$ cat config.mk
export PLATFORM = sky130hd
export DESIGN_NAME = uart_word_bridge
export DESIGN_NICKNAME = d
export VERILOG_FILES = /design/src/rtl/uart_word_bridge.sv
export SDC_FILE = /design/constraint.sdc
export NUM_CORES = 1
export LEC_CHECK = 0
export ABC_CLOCK_PERIOD_IN_PS = 16700
export CAP_MARGIN = 20
export CORE_AREA = 10 10 114 116
export CTS_BUF_LIST = sky130_fd_sc_hd__clkbuf_4
export CTS_CLUSTER_SIZE = 30
export DETAILED_ROUTE_END_ITERATION = 8
export DIE_AREA = 0 0 124 126
export HOLD_SLACK_MARGIN = 0.02
export PLACE_DENSITY = 0.85
export SETUP_SLACK_MARGIN = 0.5
export SYNTH_ARGS = -nofsm -noshare
export SYNTH_HDL_FRONTEND = slang
export SYNTH_SLANG_ARGS = --single-unit
$ cat constraint.sdc
create_clock -name i_clk -period 16.7 [get_ports i_clk]
set_input_delay 5.01 -clock i_clk [delete_from_list [all_inputs] [get_ports i_clk]]
set_output_delay 5.01 -clock i_clk [all_outputs]
set_load 0.02 [all_outputs]
$ cat src/rtl/uart_word_bridge.sv
// Bridges a byte-wide UART RX FIFO / TX port to a 32-bit word handshake.
// RX bytes are assembled LSB first into a held word; TX words are sent as 4 bytes LSB first.
module uart_word_bridge #(
    parameter int unsigned RX_TIMEOUT_CYCLES = 250000
) (
    input  logic        i_clk,
    input  logic        i_reset,
    input  logic        i_rx_byte_valid,
    input  logic [7:0]  i_rx_byte,
    output logic        o_rx_byte_read,
    input  logic        i_tx_byte_ready,
    output logic [7:0]  o_tx_byte,
    output logic        o_tx_byte_write,
    output logic        o_rx_empty,
    input  logic        i_read,
    output logic        o_read_response,
    output logic [31:0] o_read_data,
    output logic        o_tx_empty,
    input  logic        i_write,
    input  logic [31:0] i_write_data,
    output logic        o_write_response,
    output logic        o_rx_resync
);

    localparam logic [31:0] TimeoutLast = 32'(RX_TIMEOUT_CYCLES - 1);

    typedef enum logic [1:0] {HEmpty, HFull, HResp, HWait} hold_state_e;
    typedef enum logic [1:0] {TIdle, TSend, TDone} tx_state_e;

    // Reset asserts asynchronously but releases on a clock edge.
    logic [1:0] r_rst_sync;
    logic       w_rst_n;

    always_ff @(posedge i_clk or negedge i_reset) begin
        if (!i_reset) begin
            r_rst_sync <= 2'b00;
        end else begin
            r_rst_sync <= {r_rst_sync[0], 1'b1};
        end
    end

    assign w_rst_n = r_rst_sync[1];

    logic [31:0] r_shift;
    logic [1:0]  r_count;
    logic [31:0] r_timer;
    logic        r_pop;
    logic        r_resync;
    hold_state_e r_hstate;
    logic [31:0] r_hold;
    logic        r_rx_empty;
    logic        r_read_response;
    logic        w_pop;
    logic        w_load;

    // The 4th byte stays in the FIFO until the hold register is free.
    assign w_pop  = w_rst_n && i_rx_byte_valid && !r_pop &&
                    ((r_count != 2'd3) || (r_hstate == HEmpty));
    assign w_load = w_pop && (r_count == 2'd3);

    always_ff @(posedge i_clk or negedge w_rst_n) begin
        if (!w_rst_n) begin
            r_shift  <= 32'h0;
            r_count  <= 2'd0;
            r_timer  <= 32'h0;
            r_pop    <= 1'b0;
            r_resync <= 1'b0;
        end else begin
            r_pop    <= w_pop;
            r_resync <= 1'b0;
            if (w_pop) begin
                r_shift <= {i_rx_byte, r_shift[31:8]};
                r_count <= r_count + 2'd1;
                r_timer <= 32'h0;
            end else if (r_count != 2'd0) begin
                if (r_timer == TimeoutLast) begin
                    r_count  <= 2'd0;
                    r_timer  <= 32'h0;
                    r_resync <= 1'b1;
                end else begin
                    r_timer <= r_timer + 32'd1;
                end
            end
        end
    end

    // HWait swallows a read level that outlives its response.
    always_ff @(posedge i_clk or negedge w_rst_n) begin
        if (!w_rst_n) begin
            r_hstate        <= HEmpty;
            r_hold          <= 32'h0;
            r_rx_empty      <= 1'b1;
            r_read_response <= 1'b0;
        end else begin
            r_read_response <= 1'b0;
            case (r_hstate)
                HEmpty: begin
                    if (w_load) begin
                        r_hold     <= {i_rx_byte, r_shift[31:8]};
                        r_rx_empty <= 1'b0;
                        r_hstate   <= HFull;
                    end
                end
                HFull: begin
                    if (i_read) begin
                        r_read_response <= 1'b1;
                        r_rx_empty      <= 1'b1;
                        r_hstate        <= HResp;
                    end
                end
                HResp: r_hstate <= HWait;
                HWait: begin
                    if (!i_read) begin
                        r_hstate <= HEmpty;
                    end
                end
                default: r_hstate <= HEmpty;
            endcase
        end
    end

    tx_state_e   r_tstate;
    logic [31:0] r_word;
    logic [1:0]  r_idx;
    logic [7:0]  r_tx_byte;
    logic        r_tx_byte_write;
    logic        r_tx_empty;
    logic        r_write_response;

    always_ff @(posedge i_clk or negedge w_rst_n) begin
        if (!w_rst_n) begin
            r_tstate         <= TIdle;
            r_word           <= 32'h0;
            r_idx            <= 2'd0;
            r_tx_byte        <= 8'h0;
            r_tx_byte_write  <= 1'b0;
            r_tx_empty       <= 1'b1;
            r_write_response <= 1'b0;
        end else begin
            r_tx_byte_write  <= 1'b0;
            r_write_response <= 1'b0;
            case (r_tstate)
                TIdle: begin
                    if (i_write) begin
                        r_word     <= i_write_data;
                        r_idx      <= 2'd0;
                        r_tx_empty <= 1'b0;
                        r_tstate   <= TSend;
                    end
                end
                TSend: begin
                    if (i_tx_byte_ready && !r_tx_byte_write) begin
                        r_tx_byte_write <= 1'b1;
                        r_tx_byte       <= r_word[{r_idx, 3'b000} +: 8];
                        r_idx           <= r_idx + 2'd1;
                        if (r_idx == 2'd3) begin
                            r_tstate <= TDone;
                        end
                    end
                end
                TDone: begin
                    r_write_response <= 1'b1;
                    r_tx_empty       <= 1'b1;
                    r_tstate         <= TIdle;
                end
                default: r_tstate <= TIdle;
            endcase
        end
    end

    assign o_rx_byte_read   = w_pop;
    assign o_rx_resync      = r_resync;
    assign o_rx_empty       = r_rx_empty;
    assign o_read_response  = r_read_response;
    assign o_read_data      = r_hold;
    assign o_tx_byte        = r_tx_byte;
    assign o_tx_byte_write  = r_tx_byte_write;
    assign o_tx_empty       = r_tx_empty;
    assign o_write_response = r_write_response;

endmodule

==> results.sh, run 1 <==
export IMPL_run_status="complete, no violations"
export IMPL_clk_insertion_delay_late_ns=0.52
export IMPL_top_level_ports=93
export IMPL_remaining_drc_errors=0
export IMPL_fin_crit_sh_pct=68.5
export IMPL_synthCells=470
export IMPL_post_route_min_period_ns=11.45
export IMPL_syn_num_nets=524
export IMPL_sw_frac_of_total_pct=33.7
export IMPL_core_area_um2=10700
export IMPL_post_synth_fa_ha_maj_area_fraction_pct=1.60
export IMPL_ys_warnings_count=0
export IMPL_clockPowerShare_pct=18.9
export IMPL_p_per_area_nw_per_um2=163
export IMPL_die_h_um=126
export IMPL_detailroute_via_count=4103
export IMPL_crit_path_cell_trace="clkdlybuf4s50_1 -> nand3b_1 -> nor2_2 -> clkdlybuf4s50_1"
export IMPL_synth_cell_type_count=59
export IMPL_route_detailed_wl_per_inst_um=18.5
export IMPL_synth_simple_gate_area_share_pct=11.1
export IMPL_die_area_um2=15600
export IMPL_totalWireLength_um=13300
export IMPL_crit_arrival_ns=6.44
export IMPL_cell_chosen_for_the_clock_root="sky130_fd_sc_hd__clkbuf_4"
export IMPL_first_iter_violations=191
export IMPL_layout_area_seq_um2=3630
export IMPL_worst_hold_path_endpoint="r_rst_sync[1]"
export IMPL_maximum_clock_frequency_mhz=87.4
export IMPL_synth_async_reset_ratio_pct=100
export IMPL_crit_slowest_cell="sky130_fd_sc_hd__clkdlybuf4s50_1"
export IMPL_multi_input_comb_area_um2=2550
export IMPL_critical_path_max_stage_delay_ns=0.64
export IMPL_timing_setup_tns_ns=0
export IMPL_final_antenna_net_count=0
export IMPL_irDropWorstVdd_mv=0.118
export IMPL_worstSetupStartpointType="primary input"
export IMPL_initial_core_utilization_pct=58.7
export IMPL_postCtsSetupBuffers=0
export IMPL_grt_setup_unrepaired="no"
export IMPL_leakage_uw=0.00331
export IMPL_grt_overflow_total=0
export IMPL_dominantRegCellSynth="sky130_fd_sc_hd__dfrtp_1"
export IMPL_slew_limit_headroom_pct=28.4
export IMPL_layout_cells_most_common="sky130_fd_sc_hd__dfrtp_1"
export IMPL_ff2ff_setup_slack_ns=13.98
export IMPL_synthMuxAreaShare_pct=20.8
export IMPL_timing_worst_setup_path_type="primary input to output pin"
export IMPL_nNetsFinal=622
export IMPL_ys_ff_latch=145
export IMPL_yosysSeqAreaShare_pct=57.9
export IMPL_floorplan_rows=38
export IMPL_routability_congestion_estimate_from_global_placement=0.807
export IMPL_hp_start="r_rst_sync[0]"
export IMPL_finish_stage_setup_viols=0
export IMPL_first_pass_grt_wire_length_um=22200
export IMPL_syn_avg_cell_area_um2=13.4
export IMPL_switchingPower_uw=423
export IMPL_globalRouteTotalUtil_pct=17.8
export IMPL_leading_cell_types_in_the_layout_fill_and_taps_excluded="sky130_fd_sc_hd__dfrtp_1, sky130_fd_sc_hd__mux2_2, sky130_fd_sc_hd__clkdlybuf4s50_1, sky130_fd_sc_hd__nor2_1, sky130_fd_sc_hd__nand2_1"
export IMPL_htree_num_levels=4
export IMPL_internal_power_consumption_uw=830
export IMPL_critPathRequiredTime_ns=11.69
export IMPL_fin_total_pwr_uw=1250
export IMPL_main_combinational_cell_family_by_area_after_synthesis="multiplexers"
export IMPL_reg2reg_to="r_count[1]"
export IMPL_antenna_diode_count=0
export IMPL_tritoncts_clock_tree="built"
export IMPL_cp_most_frequent_cell="sky130_fd_sc_hd__clkdlybuf4s50_1"
export IMPL_ff2ff_path_depth=6
export IMPL_power_share_combinational_pct=36.1
export IMPL_antenna_found_initial=0
export IMPL_grt_pass1_vias=4439
export IMPL_synth_cell_area_um2=6270
export IMPL_detailedPlacementHpwl_um=9360
export IMPL_synth_xor_area_share_pct=2.09
export IMPL_cts_buffers_inserted=17
export IMPL_tritoncts_num_sinks=145
export IMPL_post_cts_resize_count=0
export IMPL_slew_viol_final=0
export IMPL_maximum_number_of_pins_on_one_net_before_global_route_repair=90
export IMPL_cts_max_path_buffers=2
export IMPL_path_clk_slew_ns=0.13
export IMPL_synth_compound_area_share_pct=4.73
export IMPL_fp_dieW_um=124
export IMPL_worst_path_max_fanout=3
export IMPL_finClkSkew_ns=0.0141
export IMPL_cts_hold_repair_buffers=0
export IMPL_hold_viol_final=0
export IMPL_reg2reg_from="r_rst_sync[1]"
export IMPL_worstHoldPathType="flip-flop to flip-flop"
export IMPL_post_synth_edffs=0
export IMPL_maxCapViolations=0
export IMPL_min_delay_path_depth=0
export IMPL_drt_pass1_iter_count=5
export IMPL_critical_path_endpoint_type="output pin"
export IMPL_routed_via_density=5.69
export IMPL_portBuffers=92
export IMPL_number_of_fillers_in_the_final_layout=702
export IMPL_worst_slew_pin_transition_ns=1.07
export IMPL_area_delta_synth_final_pct=22.5
export IMPL_layout_drive_gt1_share_pct=28.1
export IMPL_register_share_of_total_power_pct=44.9
==> per-stage QoR <==
step / util [%] / setup WS, ns / cells / area, µm² / hold slack, ns
2_1_floorplan: - / 5.43 / 470 / 6270 / 0.331
3_3_place_gp: 68.7 / 5.24 / 688 / 7350 / 0.341
3_5_place_dp: 68.7 / 5.26 / 688 / 7350 / 0.337
4_1_cts: 71.6 / 5.24 / 720 / 7660 / 0.367
5_1_grt: 71.9 / 5.18 / 721 / 7690 / 0.373
6_report: 71.9 / 5.25 / 721 / 7690 / 0.364
==> registers in the layout, indices dropped and copies added, names as in the netlist <==
register,flops
o_read_data,32
r_timer,32
r_word,32
r_shift,24
o_tx_byte,8
r_count,2
r_hstate,2
r_idx,2
r_rst_sync,2
r_tstate,2
o_read_response,1
o_rx_empty,1
o_rx_resync,1
o_tx_byte_write,1
o_tx_empty,1
o_write_response,1
r_pop,1
==> power by group through the flow <==
stage	logic, µW	registers, µW	clock network (µW)
2_1_floorplan	242	597	0
6_report	453	563	237
3_5_place_dp	454	570	0
4_1_cts	457	564	243
3_3_place_gp	437	558	0
5_1_grt	490	579	260
==> worst max path at each step <==
stage	start	slack, ns	to	cells after the start
2_1_floorplan	i_rx_byte_valid	5.43	o_rx_byte_read	4
3_3_place_gp	i_rx_byte_valid	5.24	o_rx_byte_read	4
3_5_place_dp	i_rx_byte_valid	5.26	o_rx_byte_read	4
4_1_cts	i_rx_byte_valid	5.24	o_rx_byte_read	4
5_1_grt	i_rx_byte_valid	5.18	o_rx_byte_read	4
6_report	i_rx_byte_valid	5.25	o_rx_byte_read	4
==> cell usage after synthesis, types with 2 or more instances <==
library cell                 n  area share (%)
sky130_fd_sc_hd__a21oi_1     9            0.72
sky130_fd_sc_hd__a31oi_1     7            0.70
sky130_fd_sc_hd__a41oi_1     2            0.28
sky130_fd_sc_hd__and2_1      5            0.50
sky130_fd_sc_hd__and3_1      4            0.40
sky130_fd_sc_hd__and4_1      3            0.42
sky130_fd_sc_hd__buf_1       4            0.24
sky130_fd_sc_hd__buf_2       4            0.32
sky130_fd_sc_hd__clkbuf_1   11            0.66
sky130_fd_sc_hd__dfrtp_1   143              57
sky130_fd_sc_hd__dfstp_2     2            0.84
sky130_fd_sc_hd__ha_1        8             1.6
sky130_fd_sc_hd__inv_1       7            0.42
sky130_fd_sc_hd__mux2_2     99              18
sky130_fd_sc_hd__mux4_2      8             2.9
sky130_fd_sc_hd__nand2_1    25             1.5
sky130_fd_sc_hd__nand3_1    11            0.88
sky130_fd_sc_hd__nand4_1    13             1.3
sky130_fd_sc_hd__nand4b_1    2            0.28
sky130_fd_sc_hd__nor2_1     28             1.7
sky130_fd_sc_hd__nor2b_1     3            0.30
sky130_fd_sc_hd__nor3_1      2            0.16
sky130_fd_sc_hd__nor4_1      5            0.50
sky130_fd_sc_hd__o211ai_1    4            0.48
sky130_fd_sc_hd__o21ai_0     6            0.48
sky130_fd_sc_hd__o21bai_1    2            0.24
sky130_fd_sc_hd__o31ai_1     2            0.24
sky130_fd_sc_hd__or3_1       2            0.20
sky130_fd_sc_hd__or4_1       5            0.60
sky130_fd_sc_hd__xor2_1     15             2.1
==> layer usage <==
metal	share of wire, %	up-vias	GRT usage [%]
li1	-	1932	-
met1	40	2036	20.3
met2	51	119	29.1
met3	8.3	16	8.00
met4	1.2	0	5.96
met5	0	-	0
==> final cells by class <==
| class | count | share of cell area, % |
|---|---|---|
| clock buffers | 17 | 1.66 |
| clock inverters | 15 | 2.38 |
| inverters | 7 | 0.342 |
| multi-input cells | 298 | 33.1 |
| flip-flops and latches | 145 | 47.3 |
| well taps | 140 | 2.28 |
| repair buffers | 99 | 12.9 |
==> cell families after synthesis <==
kind of cell | after synthesis
XOR/XNOR | 15
AO/OA/AOI/OAI | 43
other | 1
flip-flops | 145
AND/OR/NAND/NOR | 123
multiplexers | 108
adder cells (fa/ha/maj) | 8
buffers and inverters | 27
==> worst max-delay path: cells and delay by family <==
kind                   cells  cell delay, ns
buffers and inverters      2            1.10
and+or+nand+nor            2            0.33
(Power assumes the default switching activity.)
==> inputs of run 2 (changes only) <==
- ABC_CLOCK_PERIOD_IN_PS: 16700 -> 10590
- CORE_AREA: 10 10 114 116 -> 10 10 117 119
- DIE_AREA: 0 0 124 126 -> 0 0 127 129
- PLACE_DENSITY: 0.85 -> 0.81
- clock period: 16.7 -> 10.59 ns (I/O delays scaled with it)
==> run 2 against run 1 <==
Non-clock buffer count increased by 1. Clock-buffer cell count increased by 1. Clock power increased by 30%. Highest routed layer unchanged. First-iteration DRC count increased by 26%. Largest power group unchanged. Clock skew increased by 0.0039 ns. Die area increased by 4.9%. Critical path depth increased by 1. Cell count increased by 0.69%. Total power increased by 52%. Sequential share of layout area increased by 0.29 points. Combinational power increased by 57%.
==> results.sh, run 2 (synthesized netlist as in run 1, its figures left out) <==
export IMPL_run_status="complete, no violations"
export IMPL_worst_hold_path_endpoint="r_rst_sync[1]"
export IMPL_maxCapViolations=0
export IMPL_hp_start="r_rst_sync[0]"
export IMPL_critical_path_endpoint_type="output pin"
export IMPL_grt_pass1_vias=4311
export IMPL_timing_setup_tns_ns=0
export IMPL_ff2ff_setup_slack_ns=7.52
export IMPL_fp_dieW_um=127
export IMPL_routed_via_density=5.71
export IMPL_top_layer_used="met4"
export IMPL_reg2reg_from="r_rst_sync[1]"
export IMPL_p_per_area_nw_per_um2=250
export IMPL_min_delay_path_depth=0
export IMPL_number_of_fillers_in_the_final_layout=827
export IMPL_worst_path_max_fanout=31
export IMPL_detailedPlacementHpwl_um=9400
export IMPL_post_route_min_period_ns=8.14
export IMPL_worstHoldPathType="flip-flop to flip-flop"
export IMPL_first_pass_grt_wire_length_um=21900
export IMPL_cts_hold_repair_buffers=0
export IMPL_worst_slew_pin_transition_ns=0.868
export IMPL_slew_viol_final=0
export IMPL_met2WireLength_um=6730
export IMPL_totalWireLength_um=13300
export IMPL_core_area_um2=11300
export IMPL_layout_drive_gt1_share_pct=28.0
export IMPL_portBuffers=92
export IMPL_worst_hold_slack_ns=0.373
export IMPL_detailroute_via_count=4145
export IMPL_postCtsSetupBuffers=0
export IMPL_path_clk_slew_ns=0.12
export IMPL_irDropWorstVdd_mv=0.189
export IMPL_clk_insertion_delay_late_ns=0.53
export IMPL_fin_crit_sh_pct=76.9
export IMPL_slew_limit_headroom_pct=42.0
export IMPL_remaining_drc_errors=0
export IMPL_critPathRequiredTime_ns=7.41
export IMPL_finish_instance_area_um2=7640
export IMPL_grt_setup_unrepaired="no"
export IMPL_reg2reg_to="o_read_data[4]"
export IMPL_area_delta_synth_final_pct=21.8
export IMPL_drt_pass1_iter_count=5
export IMPL_grt_overflow_total=0
export IMPL_top_level_ports=93
export IMPL_place_area_um2=7350
export IMPL_routed_wl_met3_um=921
export IMPL_maximum_number_of_pins_on_one_net_before_global_route_repair=83
export IMPL_globalRouteTotalUtil_pct=16.5
export IMPL_die_h_um=129
export IMPL_route_detailed_wl_per_inst_um=18.3
export IMPL_routability_congestion_estimate_from_global_placement=0.839
export IMPL_initial_core_utilization_pct=55.4
export IMPL_finish_stage_setup_viols=0
export IMPL_htree_num_levels=4
export IMPL_floorplan_rows=39
export IMPL_fin_total_pwr_uw=1910
export IMPL_cts_buffers_inserted=17
export IMPL_nNetsFinal=623
export IMPL_cell_chosen_for_the_clock_root="sky130_fd_sc_hd__clkbuf_4"
export IMPL_m1WireLength_um=5500
export IMPL_layout_cells_most_common="sky130_fd_sc_hd__dfrtp_1"
export IMPL_cts_max_path_buffers=2
export IMPL_tritoncts_num_sinks=145
export IMPL_hold_viol_final=0
export IMPL_ff2ff_path_depth=6
export IMPL_finClkSkew_ns=0.0180
export IMPL_leakage_uw=0.00328
export IMPL_worstSetupStartpointType="primary input"
export IMPL_maximum_clock_frequency_mhz=123
export IMPL_antenna_found_initial=1
export IMPL_post_cts_resize_count=0
export IMPL_crit_arrival_ns=4.97
export IMPL_tritoncts_clock_tree="built"
export IMPL_final_antenna_net_count=0
export IMPL_die_area_um2=16400
export IMPL_leading_cell_types_in_the_layout_fill_and_taps_excluded="sky130_fd_sc_hd__dfrtp_1, sky130_fd_sc_hd__mux2_2, sky130_fd_sc_hd__clkdlybuf4s50_1, sky130_fd_sc_hd__nor2_1, sky130_fd_sc_hd__nand2_1"
export IMPL_first_iter_violations=240
export IMPL_timing_worst_setup_path_type="primary input to output pin"
-- run 2: cell types whose count changed in the layout (fill, tap and decap cells not counted), sizes merged --
cell      change
diode         +1
clkinvlp      +1
inv           +2
clkinv        -1
bufinv        -3
buf           +1
clkbuf        +1
-- run 2: cell type report --
cell class	count	area, µm²	share of cell area, %
diodes	1	2.50	0.0328
clock buffers	18	135	1.77
clock inverters	14	106	1.39
inverters	7	26.3	0.344
multi-input cells	298	2550	33.3
flip-flops and latches	145	3630	47.6
well taps	143	179	2.34
repair buffers	100	1010	13.2
-- run 2: report_power, final --
| group | internal (µW) | switching (µW) | total (µW) |
|---|---|---|---|
| Sequential | 749 | 139 | 888 |
| Clock | 99.1 | 208 | 307 |
| Combinational | 397 | 316 | 713 |
-- run 2: stage by stage --
step	util, %	setup WS [ns]	std cells
final	67.5	2.45	726
after global routing	67.5	2.35	726
after CTS	67.1	2.42	723
after detailed placement	65.0	2.44	691
after global placement	65.0	2.45	691
after floorplan	-	2.52	470
-- run 2: worst max path at each step --
stage / startpoint / end / cells past startpoint
after floorplan: r_rst_sync[1] / o_rx_byte_read / 4
after CTS: i_rx_byte_valid / o_rx_byte_read / 5
after global placement: i_rx_byte_valid / o_rx_byte_read / 5
after detailed placement: i_rx_byte_valid / o_rx_byte_read / 5
final: i_rx_byte_valid / o_rx_byte_read / 5
after global routing: i_rx_byte_valid / o_rx_byte_read / 5
-- run 2: critical path, stage by stage --
cell                              delay [ns]
sky130_fd_sc_hd__clkdlybuf4s50_1        0.45
sky130_fd_sc_hd__nand3b_1               0.14
sky130_fd_sc_hd__nor2_2                 0.13
sky130_fd_sc_hd__buf_4                  0.36
sky130_fd_sc_hd__clkdlybuf4s50_1        0.69
-- run 2: per-layer routing --
metal	global-route usage, %	up-vias
met1	19.6	2084
met3	6.08	18
met2	27.1	123
met4	5.63	0
met5	0	-
li1	-	1920
==> inputs of run 3 (changes only) <==
- ABC_CLOCK_PERIOD_IN_PS: 10590 -> 8100
- clock period: 10.59 -> 8.1 ns (I/O delays scaled with it)
==> run 3 against run 2 <==
Cell count shrank 0.14%. First-iteration DRC count grew 1.7%. Wire length shrank 0.24%. Utilization is essentially flat. Clock power grew 39%. Setup slack lost 0.68 ns. Non-clock buffer count shrank 1. Sequential power grew 31%. Highest routed layer unchanged.
==> results.sh, run 3 (synthesized netlist as in run 1, its figures left out) <==
export IMPL_run_status="complete, no violations"
export IMPL_cp_num_cells=4
export IMPL_clockPowerShare_pct=17.0
export IMPL_cp_most_frequent_cell="sky130_fd_sc_hd__clkdlybuf4s50_1"
export IMPL_maximum_number_of_pins_on_one_net_before_global_route_repair=83
export IMPL_crit_slowest_cell="sky130_fd_sc_hd__clkdlybuf4s50_1"
export IMPL_layout_drive_gt1_share_pct=27.9
export IMPL_grt_pass1_vias=4325
export IMPL_routed_via_density=5.71
export IMPL_grt_setup_unrepaired="no"
export IMPL_tritoncts_clock_tree="built"
export IMPL_path_clk_slew_ns=0.12
export IMPL_grt_overflow_total=0
export IMPL_crit_arrival_ns=3.90
export IMPL_capture_point_of_the_worst_path="o_rx_byte_read"
export IMPL_globalRouteTotalUtil_pct=16.4
export IMPL_critical_path_n_buffers_inverters=2
export IMPL_portBuffers=92
export IMPL_fin_util_pct=67.5
export IMPL_worstSetupStartpointType="primary input"
export IMPL_detailedPlacementHpwl_um=9330
export IMPL_floorplan_rows=39
export IMPL_critPathRequiredTime_ns=5.67
export IMPL_p_per_area_nw_per_um2=328
export IMPL_critical_path_max_stage_delay_ns=0.65
export IMPL_finish_instance_area_um2=7640
export IMPL_critical_path_endpoint_type="output pin"
export IMPL_detailroute_via_count=4140
export IMPL_leakage_uw=0.00328
export IMPL_ff2ff_path_depth=6
export IMPL_core_area_um2=11300
export IMPL_maximum_clock_frequency_mhz=158
export IMPL_antenna_found_initial=1
export IMPL_finish_stage_setup_viols=0
export IMPL_irDropWorstVdd_mv=0.231
export IMPL_ff2ff_setup_slack_ns=4.82
export IMPL_die_area_um2=16400
export IMPL_cts_max_path_buffers=2
export IMPL_timing_setup_tns_ns=0
export IMPL_initial_core_utilization_pct=55.4
export IMPL_crit_path_cell_trace="clkdlybuf4s50_1 -> nand3b_1 -> nor2_2 -> clkdlybuf4s50_1"
export IMPL_first_iter_violations=244
export IMPL_route_detailed_wl_per_inst_um=18.3
export IMPL_layout_cells_most_common="sky130_fd_sc_hd__dfrtp_1"
export IMPL_area_delta_synth_final_pct=21.8
export IMPL_die_h_um=129
export IMPL_clk_insertion_delay_late_ns=0.53
export IMPL_worst_hold_slack_ns=0.370
export IMPL_routability_congestion_estimate_from_global_placement=0.826
export IMPL_worstHoldPathType="flip-flop to flip-flop"
export IMPL_sw_frac_of_total_pct=34.4
export IMPL_cell_chosen_for_the_clock_root="sky130_fd_sc_hd__clkbuf_4"
export IMPL_first_pass_grt_wire_length_um=21700
export IMPL_maxCapViolations=0
export IMPL_reg2reg_from="r_rst_sync[1]"
export IMPL_cp_startpoint="i_rx_byte_valid"
export IMPL_finClkSkew_ns=0.0125
export IMPL_leading_cell_types_in_the_layout_fill_and_taps_excluded="sky130_fd_sc_hd__dfrtp_1, sky130_fd_sc_hd__mux2_2, sky130_fd_sc_hd__clkdlybuf4s50_1, sky130_fd_sc_hd__nor2_1, sky130_fd_sc_hd__nand2_1"
export IMPL_worst_path_max_fanout=3
export IMPL_timing_worst_setup_path_type="primary input to output pin"
export IMPL_switchingPower_uw=862
export IMPL_cts_buffers_inserted=17
export IMPL_cts_hold_repair_buffers=0
export IMPL_nNetsFinal=622
export IMPL_drt_pass1_iter_count=5
export IMPL_slew_viol_final=0
export IMPL_reg2reg_to="r_hstate[1]"
export IMPL_register_share_of_total_power_pct=46.2
export IMPL_post_cts_resize_count=0
export IMPL_fp_dieW_um=127
export IMPL_htree_num_levels=4
export IMPL_post_route_min_period_ns=6.33
export IMPL_hold_viol_final=0
export IMPL_postCtsSetupBuffers=0
export IMPL_place_area_um2=7350
export IMPL_fin_crit_sh_pct=78.1
export IMPL_totalWireLength_um=13300
export IMPL_worst_slew_pin_transition_ns=1.05
export IMPL_top_level_ports=93
export IMPL_kind_of_cell_adding_the_most_delay_to_the_critical_path="buffers and inverters"
export IMPL_remaining_drc_errors=0
export IMPL_tritoncts_num_sinks=145
export IMPL_slew_limit_headroom_pct=29.8
export IMPL_internal_power_consumption_uw=1650
export IMPL_power_share_combinational_pct=36.8
export IMPL_final_antenna_net_count=0
[run 3: changes by cell type in the layout (fill, tap and decap cells not counted), sizes merged]
cell	delta
inv	-1
clkbuf	-1
clkinv	-1
bufinv	+1
clkinvlp	+2
buf	-1
[run 3: worst min-delay path by stage]
stage	startpoint	cells after the start	end
after floorplan	r_rst_sync[0]	0	r_rst_sync[1]
after detailed placement	r_rst_sync[0]	0	r_rst_sync[1]
after global routing	r_rst_sync[0]	0	r_rst_sync[1]
final	r_rst_sync[0]	0	r_rst_sync[1]
after CTS	r_rst_sync[0]	0	r_rst_sync[1]
after global placement	r_rst_sync[0]	0	r_rst_sync[1]
[run 3: worst reg2reg max path, delay by kind of cell (launching register included)]
family                 cells  cell delay (ns)
AOI/OAI and AO/OA          1             0.37
buffers and inverters      1             0.40
DFF                        1             0.95
muxes                      1             0.36
and+or+nand+nor            3             1.10
[run 3: final cells by class]
| type | count | area [µm²] |
|---|---|---|
| clock inverters | 15 | 131 |
| clock buffers | 17 | 128 |
| flip-flops and latches | 145 | 3630 |
| repair buffers | 99 | 993 |
| well taps | 143 | 179 |
| inverters | 7 | 26.3 |
| fillers | 833 | 3680 |
| diodes | 1 | 2.50 |
| multi-input cells | 298 | 2550 |
[run 3: layer usage]
layer / track usage, % / part of all wire [%]
met3: 6.94 / 7.8
met2: 27.4 / 50
met5: 0 / 0
met1: 18.4 / 41
met4: 6.03 / 1.6
[run 3: power groups by stage]
stage          sequential, µW  clock [µW]  combinational, µW
2_1_floorplan            1230           0                500
3_3_place_gp             1160           0                900
3_5_place_dp             1180           0                930
4_1_cts                  1160         435                933
5_1_grt                  1200         464                995
6_report                 1160         426                922
[run 3: metrics by stage]
stage                     worst slack [ns]  total power, µW  instances
after global placement                1.78             2060        691
after detailed placement              1.78             2110        691
after global routing                  1.68             2660        725
after floorplan                      0.782             1730        470
final                                 1.77             2510        725
after CTS                             1.75             2530        723
